### config.mk
export PLATFORM = sky130hd
export DESIGN_NAME = romulus_ctrl_flat
export DESIGN_NICKNAME = d
export VERILOG_FILES = /design/src/rtl/romulus_ctrl_pkg.sv /design/src/rtl/romulus_ctrl_if.sv /design/src/rtl/romulus_rc_gen.sv /design/src/rtl/romulus_ctrl.sv /design/src/flat_wrapper.sv
export SDC_FILE = /design/constraint.sdc
export NUM_CORES = 1
export LEC_CHECK = 0
export ABC_AREA = 0
export CAP_MARGIN = 10
export CORE_ASPECT_RATIO = 1.4
export CORE_MARGIN = 1
export CORE_UTILIZATION = 44
export CTS_BUF_LIST = sky130_fd_sc_hd__clkbuf_8
export DETAILED_ROUTE_END_ITERATION = 8
export PLACE_DENSITY = 0.82
export SYNTH_ARGS = -nofsm -noshare
export SYNTH_HDL_FRONTEND = slang
export SYNTH_SLANG_ARGS = --single-unit
### constraint.sdc
create_clock -name clk -period 1.8 [get_ports clk]
set_input_delay 0.36 -clock clk [delete_from_list [all_inputs] [get_ports clk]]
set_output_delay 0.36 -clock clk [all_outputs]
set_load 0.02 [all_outputs]
### src/rtl/romulus_ctrl_pkg.sv
// Shared definitions for the Romulus block controller.
//   state_t     : controller state encoding
//   BEATS       : 32-bit beats per load/unload phase
//   RUN_CYCLES  : cycles spent in RUN (two rounds per cycle)
//   rc_step     : one step of the 6-bit round-constant LFSR
package romulus_ctrl_pkg;

    typedef enum logic [2:0] {
        IDLE  = 3'd0,
        LD_S  = 3'd1,
        LD_TK = 3'd2,
        RUN   = 3'd3,
        OUT   = 3'd4,
        CNT   = 3'd5
    } state_t;

    localparam int unsigned BEATS      = 4;
    localparam int unsigned RUN_CYCLES = 20;

    localparam logic [1:0] BEAT_LAST = 2'(BEATS - 1);
    localparam logic [4:0] RUN_LAST  = 5'(RUN_CYCLES - 1);

    function automatic logic [5:0] rc_step(input logic [5:0] r);
        return {r[4:0], r[5] ^ r[4] ^ 1'b1};
    endfunction

endpackage

### src/rtl/romulus_ctrl_if.sv
// Host-side handshake bundle of the Romulus block controller.
//   start/cmd_*          : block request and parameters
//   in_valid/in_ready    : pdi/sdi beat handshake
//   out_valid/out_ready  : pdo beat handshake
//   busy/done/err        : status
// Modports: master = host, slave = controller.
interface romulus_ctrl_if;

    logic       start;
    logic       cmd_decrypt;
    logic       cmd_hash;
    logic [7:0] cmd_domain;
    logic       in_valid;
    logic       in_ready;
    logic       out_valid;
    logic       out_ready;
    logic       busy;
    logic       done;
    logic       err;

    modport master (
        output start, cmd_decrypt, cmd_hash, cmd_domain, in_valid, out_ready,
        input  in_ready, out_valid, busy, done, err
    );

    modport slave (
        input  start, cmd_decrypt, cmd_hash, cmd_domain, in_valid, out_ready,
        output in_ready, out_valid, busy, done, err
    );

endinterface

### src/rtl/romulus_rc_gen.sv
// Round-constant generator. rc is held at zero outside RUN so every block
// starts the sequence from the same point; during RUN it advances two LFSR
// steps per cycle.
//   clk, rst_n          : clock, async active-low reset
//   run                 : high in every RUN cycle
//   constant, constant2 : step(rc) and step(step(rc)) during RUN, else 0
module romulus_rc_gen
    import romulus_ctrl_pkg::*;
(
    input  logic       clk,
    input  logic       rst_n,
    input  logic       run,
    output logic [5:0] constant,
    output logic [5:0] constant2
);

    logic [5:0] rc;
    logic [5:0] c1_raw;
    logic [5:0] c2_raw;

    assign c1_raw = rc_step(rc);
    assign c2_raw = rc_step(c1_raw);

    always_ff @(posedge clk or negedge rst_n) begin
        if (!rst_n) begin
            rc <= '0;
        end else begin
            rc <= run ? c2_raw : 6'd0;
        end
    end

    assign constant  = run ? c1_raw : 6'd0;
    assign constant2 = run ? c2_raw : 6'd0;

endmodule

### src/rtl/romulus_ctrl.sv
// Romulus block controller: sequences state load, tweakey load, 20 double-round
// cycles, output unload and counter update for one block per start request.
//   clk, rst_n                 : clock, async active-low reset
//   bus (slave)                : start/cmd, pdi and pdo handshakes, status
//   s/x/y/z/e rst, enc, se     : datapath register controls
//   correct_cnt, tk1s          : block counter update controls
//   hash_cipher                : hash-mode cipher select
//   constant, constant2        : round constants for the two rounds of a cycle
//   domain, decrypt            : mode fields for the datapath
// Build option: ROMULUS_CTRL_HASH_EN enables hash requests; without it a start
// with cmd_hash=1 is refused with an err pulse.
//
// state | meaning
// IDLE  | waiting for start
// LD_S  | loading 4 state beats
// LD_TK | loading 4 tweakey beats
// RUN   | 20 cycles of two rounds each
// OUT   | unloading 4 output beats
// CNT   | one-cycle block counter update, then done
module romulus_ctrl
    import romulus_ctrl_pkg::*;
(
    input  logic         clk,
    input  logic         rst_n,
    romulus_ctrl_if.slave bus,
    output logic         srst,
    output logic         senc,
    output logic         sse,
    output logic         xrst,
    output logic         xenc,
    output logic         xse,
    output logic         yrst,
    output logic         yenc,
    output logic         yse,
    output logic         zrst,
    output logic         zenc,
    output logic         zse,
    output logic         erst,
    output logic         correct_cnt,
    output logic         tk1s,
    output logic         hash_cipher,
    output logic [5:0]   constant,
    output logic [5:0]   constant2,
    output logic [7:0]   domain,
    output logic [3:0]   decrypt
);

    state_t     state, state_nxt;
    logic [1:0] beat_cnt;
    logic [4:0] run_cnt;
    logic       cap_decrypt;
    logic [7:0] cap_domain;
    logic       accept, reject, beat_adv, load_run;
    logic       in_ready_c, out_valid_c, done_c, err_c;

`ifdef ROMULUS_CTRL_HASH_EN
    logic cap_hash;
    assign reject = 1'b0;
`else
    assign reject = bus.cmd_hash;
`endif

    assign accept = (state == IDLE) && bus.start && !reject;

    always_ff @(posedge clk or negedge rst_n) begin
        if (!rst_n) begin
            state <= IDLE;
        end else begin
            state <= state_nxt;
        end
    end

    always_ff @(posedge clk or negedge rst_n) begin
        if (!rst_n) begin
            beat_cnt    <= '0;
            run_cnt     <= '0;
            cap_decrypt <= 1'b0;
            cap_domain  <= '0;
`ifdef ROMULUS_CTRL_HASH_EN
            cap_hash    <= 1'b0;
`endif
        end else begin
            if (beat_adv) begin
                beat_cnt <= beat_cnt + 2'd1;
            end
            // down-counter: loaded on RUN entry, RUN ends at terminal count 0
            if (load_run) begin
                run_cnt <= RUN_LAST;
            end else if (state == RUN && run_cnt != 5'd0) begin
                run_cnt <= run_cnt - 5'd1;
            end
            if (accept) begin
                cap_decrypt <= bus.cmd_decrypt;
                cap_domain  <= bus.cmd_domain;
`ifdef ROMULUS_CTRL_HASH_EN
                cap_hash    <= bus.cmd_hash;
`endif
            end
        end
    end

    always_comb begin
        state_nxt   = state;
        beat_adv    = 1'b0;
        load_run    = 1'b0;
        in_ready_c  = 1'b0;
        out_valid_c = 1'b0;
        done_c      = 1'b0;
        err_c       = 1'b0;
        srst = 1'b0; senc = 1'b0; sse = 1'b0;
        xrst = 1'b0; xenc = 1'b0; xse = 1'b0;
        yrst = 1'b0; yenc = 1'b0; yse = 1'b0;
        zrst = 1'b0; zenc = 1'b0;
        erst        = 1'b0;
        correct_cnt = 1'b0;
        tk1s        = 1'b0;
        hash_cipher = 1'b0;
        decrypt     = 4'd0;
        case (state)
            IDLE: begin
                if (bus.start) begin
                    if (reject) begin
                        err_c = 1'b1;
                    end else begin
                        state_nxt = LD_S;
                        srst = 1'b1; xrst = 1'b1; yrst = 1'b1;
                        zrst = 1'b1; erst = 1'b1;
                    end
                end
            end
            LD_S: begin
                in_ready_c = 1'b1;
                if (bus.in_valid) begin
                    sse      = 1'b1;
                    beat_adv = 1'b1;
                    if (beat_cnt == BEAT_LAST) state_nxt = LD_TK;
                end
            end
            LD_TK: begin
                in_ready_c = 1'b1;
                if (bus.in_valid) begin
                    xse      = 1'b1;
                    yse      = 1'b1;
                    beat_adv = 1'b1;
                    if (beat_cnt == BEAT_LAST) begin
                        state_nxt = RUN;
                        load_run  = 1'b1;
                    end
                end
            end
            RUN: begin
                senc = 1'b1; xenc = 1'b1; yenc = 1'b1; zenc = 1'b1;
`ifdef ROMULUS_CTRL_HASH_EN
                hash_cipher = cap_hash;
`endif
                if (run_cnt == 5'd0) state_nxt = OUT;
            end
            OUT: begin
                out_valid_c = 1'b1;
                decrypt     = {4{cap_decrypt}};
                if (bus.out_ready) begin
                    sse      = 1'b1;
                    beat_adv = 1'b1;
                    if (beat_cnt == BEAT_LAST) state_nxt = CNT;
                end
            end
            CNT: begin
                zenc        = 1'b1;
                correct_cnt = 1'b1;
                tk1s        = cap_domain[3];
                done_c      = 1'b1;
                state_nxt   = IDLE;
            end
            default: state_nxt = IDLE;
        endcase
    end

    assign zse           = 1'b0;
    assign bus.in_ready  = in_ready_c;
    assign bus.out_valid = out_valid_c;
    assign bus.done      = done_c;
    assign bus.err       = err_c;
    assign bus.busy      = (state != IDLE);
    assign domain        = (state != IDLE) ? cap_domain : 8'd0;

    romulus_rc_gen u_rc_gen (
        .clk       (clk),
        .rst_n     (rst_n),
        .run       (state == RUN),
        .constant  (constant),
        .constant2 (constant2)
    );

endmodule

### src/flat_wrapper.sv
// flat-port wrapper written by rule: the top's interface ports become plain ports
module romulus_ctrl_flat import romulus_ctrl_pkg::*;
  (clk, rst_n, srst, senc, sse, xrst, xenc, xse, yrst, yenc, yse, zrst, zenc, zse, erst, correct_cnt, tk1s, hash_cipher, constant, constant2, domain, decrypt, bus_start, bus_cmd_decrypt, bus_cmd_hash, bus_cmd_domain, bus_in_valid, bus_out_ready, bus_in_ready, bus_out_valid, bus_busy, bus_done, bus_err);
  romulus_ctrl_if bus_i ();
  input  logic clk;
  input  logic rst_n;
  output logic srst;
  output logic senc;
  output logic sse;
  output logic xrst;
  output logic xenc;
  output logic xse;
  output logic yrst;
  output logic yenc;
  output logic yse;
  output logic zrst;
  output logic zenc;
  output logic zse;
  output logic erst;
  output logic correct_cnt;
  output logic tk1s;
  output logic hash_cipher;
  output logic [5:0] constant;
  output logic [5:0] constant2;
  output logic [7:0] domain;
  output logic [3:0] decrypt;
  input wire logic [$bits(bus_i.start)-1:0] bus_start;
  input wire logic [$bits(bus_i.cmd_decrypt)-1:0] bus_cmd_decrypt;
  input wire logic [$bits(bus_i.cmd_hash)-1:0] bus_cmd_hash;
  input wire logic [$bits(bus_i.cmd_domain)-1:0] bus_cmd_domain;
  input wire logic [$bits(bus_i.in_valid)-1:0] bus_in_valid;
  input wire logic [$bits(bus_i.out_ready)-1:0] bus_out_ready;
  output wire logic [$bits(bus_i.in_ready)-1:0] bus_in_ready;
  output wire logic [$bits(bus_i.out_valid)-1:0] bus_out_valid;
  output wire logic [$bits(bus_i.busy)-1:0] bus_busy;
  output wire logic [$bits(bus_i.done)-1:0] bus_done;
  output wire logic [$bits(bus_i.err)-1:0] bus_err;
  assign bus_i.start = bus_start;
  assign bus_i.cmd_decrypt = bus_cmd_decrypt;
  assign bus_i.cmd_hash = bus_cmd_hash;
  assign bus_i.cmd_domain = bus_cmd_domain;
  assign bus_i.in_valid = bus_in_valid;
  assign bus_i.out_ready = bus_out_ready;
  assign bus_in_ready = bus_i.in_ready;
  assign bus_out_valid = bus_i.out_valid;
  assign bus_busy = bus_i.busy;
  assign bus_done = bus_i.done;
  assign bus_err = bus_i.err;
  romulus_ctrl u_core (.clk(clk), .rst_n(rst_n), .bus(bus_i), .srst(srst), .senc(senc), .sse(sse), .xrst(xrst), .xenc(xenc), .xse(xse), .yrst(yrst), .yenc(yenc), .yse(yse), .zrst(zrst), .zenc(zenc), .zse(zse), .erst(erst), .correct_cnt(correct_cnt), .tk1s(tk1s), .hash_cipher(hash_cipher), .constant(constant), .constant2(constant2), .domain(domain), .decrypt(decrypt));
endmodule
==> flow_summary.yaml <==
drt:
  wl_met1_um: 1400
  vias: 1281
  wl_um: 4050
  drcViolationCount: 0
  routedWlPerCell_um: 16.2
  top_layer_used: "met4"
  drtPass1Iterations: 4
  drt-vias-per-instance: 5.12
  wl_met2_um: 2430
  antenna_left: 0
  drtIter0Drc: 17
  route.met3.wl_um: 158
sta:
  hold_viol: 0
  fmax_mhz: 514
  layout_setup_ws_ps: -145
  slew_violations: 0
  setup_viol: 35
  timing.final.crit_share_pct: 108
  fin_crit_ps: 1950
  rsz0062_at_grt: "true"
  fin_skew_ps: 3.40
clock_tree:
  clk_pin_slew_ps: 90
  root_buffer: "clkbuf_8"
  numCtsBuffers: 3
  insertion_delay_ps: 270
  cts_tree: "yes"
  clock-sinks: 25
  cts_max_path_buffers: 2
  h-tree-depth: 1
status:
  run_status: "finished, violations left"
  violations: "negative setup slack"
die:
  rows: 24
  initial_utilization_pct: 46.0
  design.core.area_mm2: 0.00312
  die_w_um: 50.3
  die_h_um: 69.6
  die_area_mm2: 0.00350
  ios: 60
synthesis:
  yosys-top-cells-area: "dfrtp_1 44%, buf_4 11%, mux2_2 7.0%"
  synthArstFlopShare_pct: 100
  syn_avg_cell_area_um2: 10.7
  yosysMostFrequentCell: "dfrtp_1"
  synth_top_area_cell: "dfrtp_1"
  synth_edf_count: 0
  yosys_register_bits: 25
  synthTopCellsByCount: "25 x dfrtp_1, 21 x buf_4, 10 x nor2b_1, 9 x mux2_2, 7 x and2_1"
  yosysSeqAreaShare_pct: 43.5
  synth_cells: 134
  syn_area_mm2: 0.00144
  yosys_warnings: 0
  synth_cell_types: 40
  yosysTopAreaCellShare_pct: 43.5
  synth_flop_cell: "dfrtp_1"
setup_path:
  critPathRequiredTime_ps: 1440
  arrival_ps: 1590
  crit_type: "flop to output pin"
  cp-start-kind: "flop"
  crit_fanout: 5
  worstSetupEndpointType: "output pin"
placed_design:
  portBuffers: 57
  hpwl_um: 2620
  finalWeightedCongestion: 0.798
  dpl-instance-area_mm2: 0.00209
pwr:
  power.density_mw_per_mm2: 1660
  power_leakage_nw: 1.16
  power_w: 0.00390
  ir_drop_mv: 1.05
layout:
  layout.nets: 229
  syn2layout_area_growth_pct: 62.8
  n_antenna_cell: 0
  finish.instance_area_mm2: 0.00234
  layout-drive-gt1-share_pct: 59.7
  fill_cells: 195
global_routing:
  gr-usage-all-layers_pct: 22.0
  grt_max_degree: 26
  grt_pass1_vias: 1308
  antenna_found_initial: 0
  grt_overflow_total: 0
  grt_pass1_wl_um: 5950
min_path:
  hold_class: "input pin to asynchronous set/reset pin"
flow_run:
  max-cap-violations: 0
-- layout by cell type (no fill, tap or decap), types with 4 or more instances in the layout --
cell type and instances:
clkdlybuf4s50_1 14, and2_4 7, xnor2_1 5, nand2_1 4, buf_6 37, mux2_2 9
inv_1 4, buf_4 41, nor2b_1 5, dfrtp_1 23
-- area by class of cell --
class                   instances  area (um2)  share of cell area [%]
repair buffers                 95         880                    37.6
multi-input cells              81         716                    30.6
flip-flops and latches         25         628                    26.8
well taps                      39        48.8                    2.08
clock buffers                   3        41.3                    1.76
inverters                       6        22.5                   0.962
clock inverters                 1        5.00                   0.214
-- registers in the layout (all words and copies together) (netlist names) --
| register | cells |
|---|---|
| u_core.u_rc_gen.rc | 6 |
| u_core.cap_decrypt | 1 |
| u_core.beat_cnt | 2 |
| u_core.cap_domain | 8 |
| u_core.run_cnt | 5 |
| u_core.state | 3 |
-- critical path: stages (launching register included) --
cell and delay (ps):
dfrtp_1 420, buf_6 130, nor3_4 40, buf_6 130, buf_4 130, buf_6 130
nor2b_1 150, buf_2 190
-- where the power goes --
group          switching (W)  internal (W)
clock network       0.000190      0.000155
registers           0.000184      0.000805
logic                0.00124       0.00132
-- what timing repair did --
item | in CTS | in global routing
setup buffers | 5 | 10
hold buffers | 0 | 0
setup endpoints to repair | 43 | 52
resized for setup | 185 | 93
pin swaps | 1 | 11
-- metrics by stage --
step / hold WS [ps] / utilization [%] / setup TNS [ps] / cells / worst slack [ps]
floorplan: 64.4 / - / 0 / 135 / 72.1
global placement: 467 / 66.9 / -4250 / 233 / -285
detailed placement: 486 / 66.9 / -4880 / 233 / -325
CTS: 458 / 64.9 / -715 / 242 / -137
global route: 486 / 75.0 / -4440 / 250 / -199
finish: 458 / 75.0 / -2310 / 250 / -145
-- kinds of logic after synthesis --
kind of cell	after synthesis	share of synthesized area, %
and+or+nand+nor	45	21.2
buffers and inverters	29	13.1
DFF	25	43.5
AOI/OAI and AO/OA	15	7.75
muxes	10	8.09
xor gates and xnor gates	7	4.26
adders and majority gates	2	1.74
other	1	0.261
-- worst paths after layout --
check,from,end,slack (ps),cells past startpoint
max in group asynchronous,rst_n,u_core.state[2],1070,2
setup / recovery,u_core.state[1],domain[3],-150,7
hold reg to reg,u_core.beat_cnt[0],u_core.beat_cnt[0],500,1
setup reg to reg,u_core.state[1],u_core.cap_domain[1],30,8
min in group clk,u_core.beat_cnt[0],u_core.beat_cnt[0],500,1
hold / removal,rst_n,u_core.cap_domain[6],460,2
-- routing by layer --
| metal | vias up | global-route usage, % |
|---|---|---|
| met5 | - | 0 |
| met4 | 0 | 7.72 |
| met3 | 8 | 1.75 |
| met2 | 57 | 43.7 |
| met1 | 631 | 22.9 |
| li1 | 585 | - |
(Power assumes the default switching activity.)
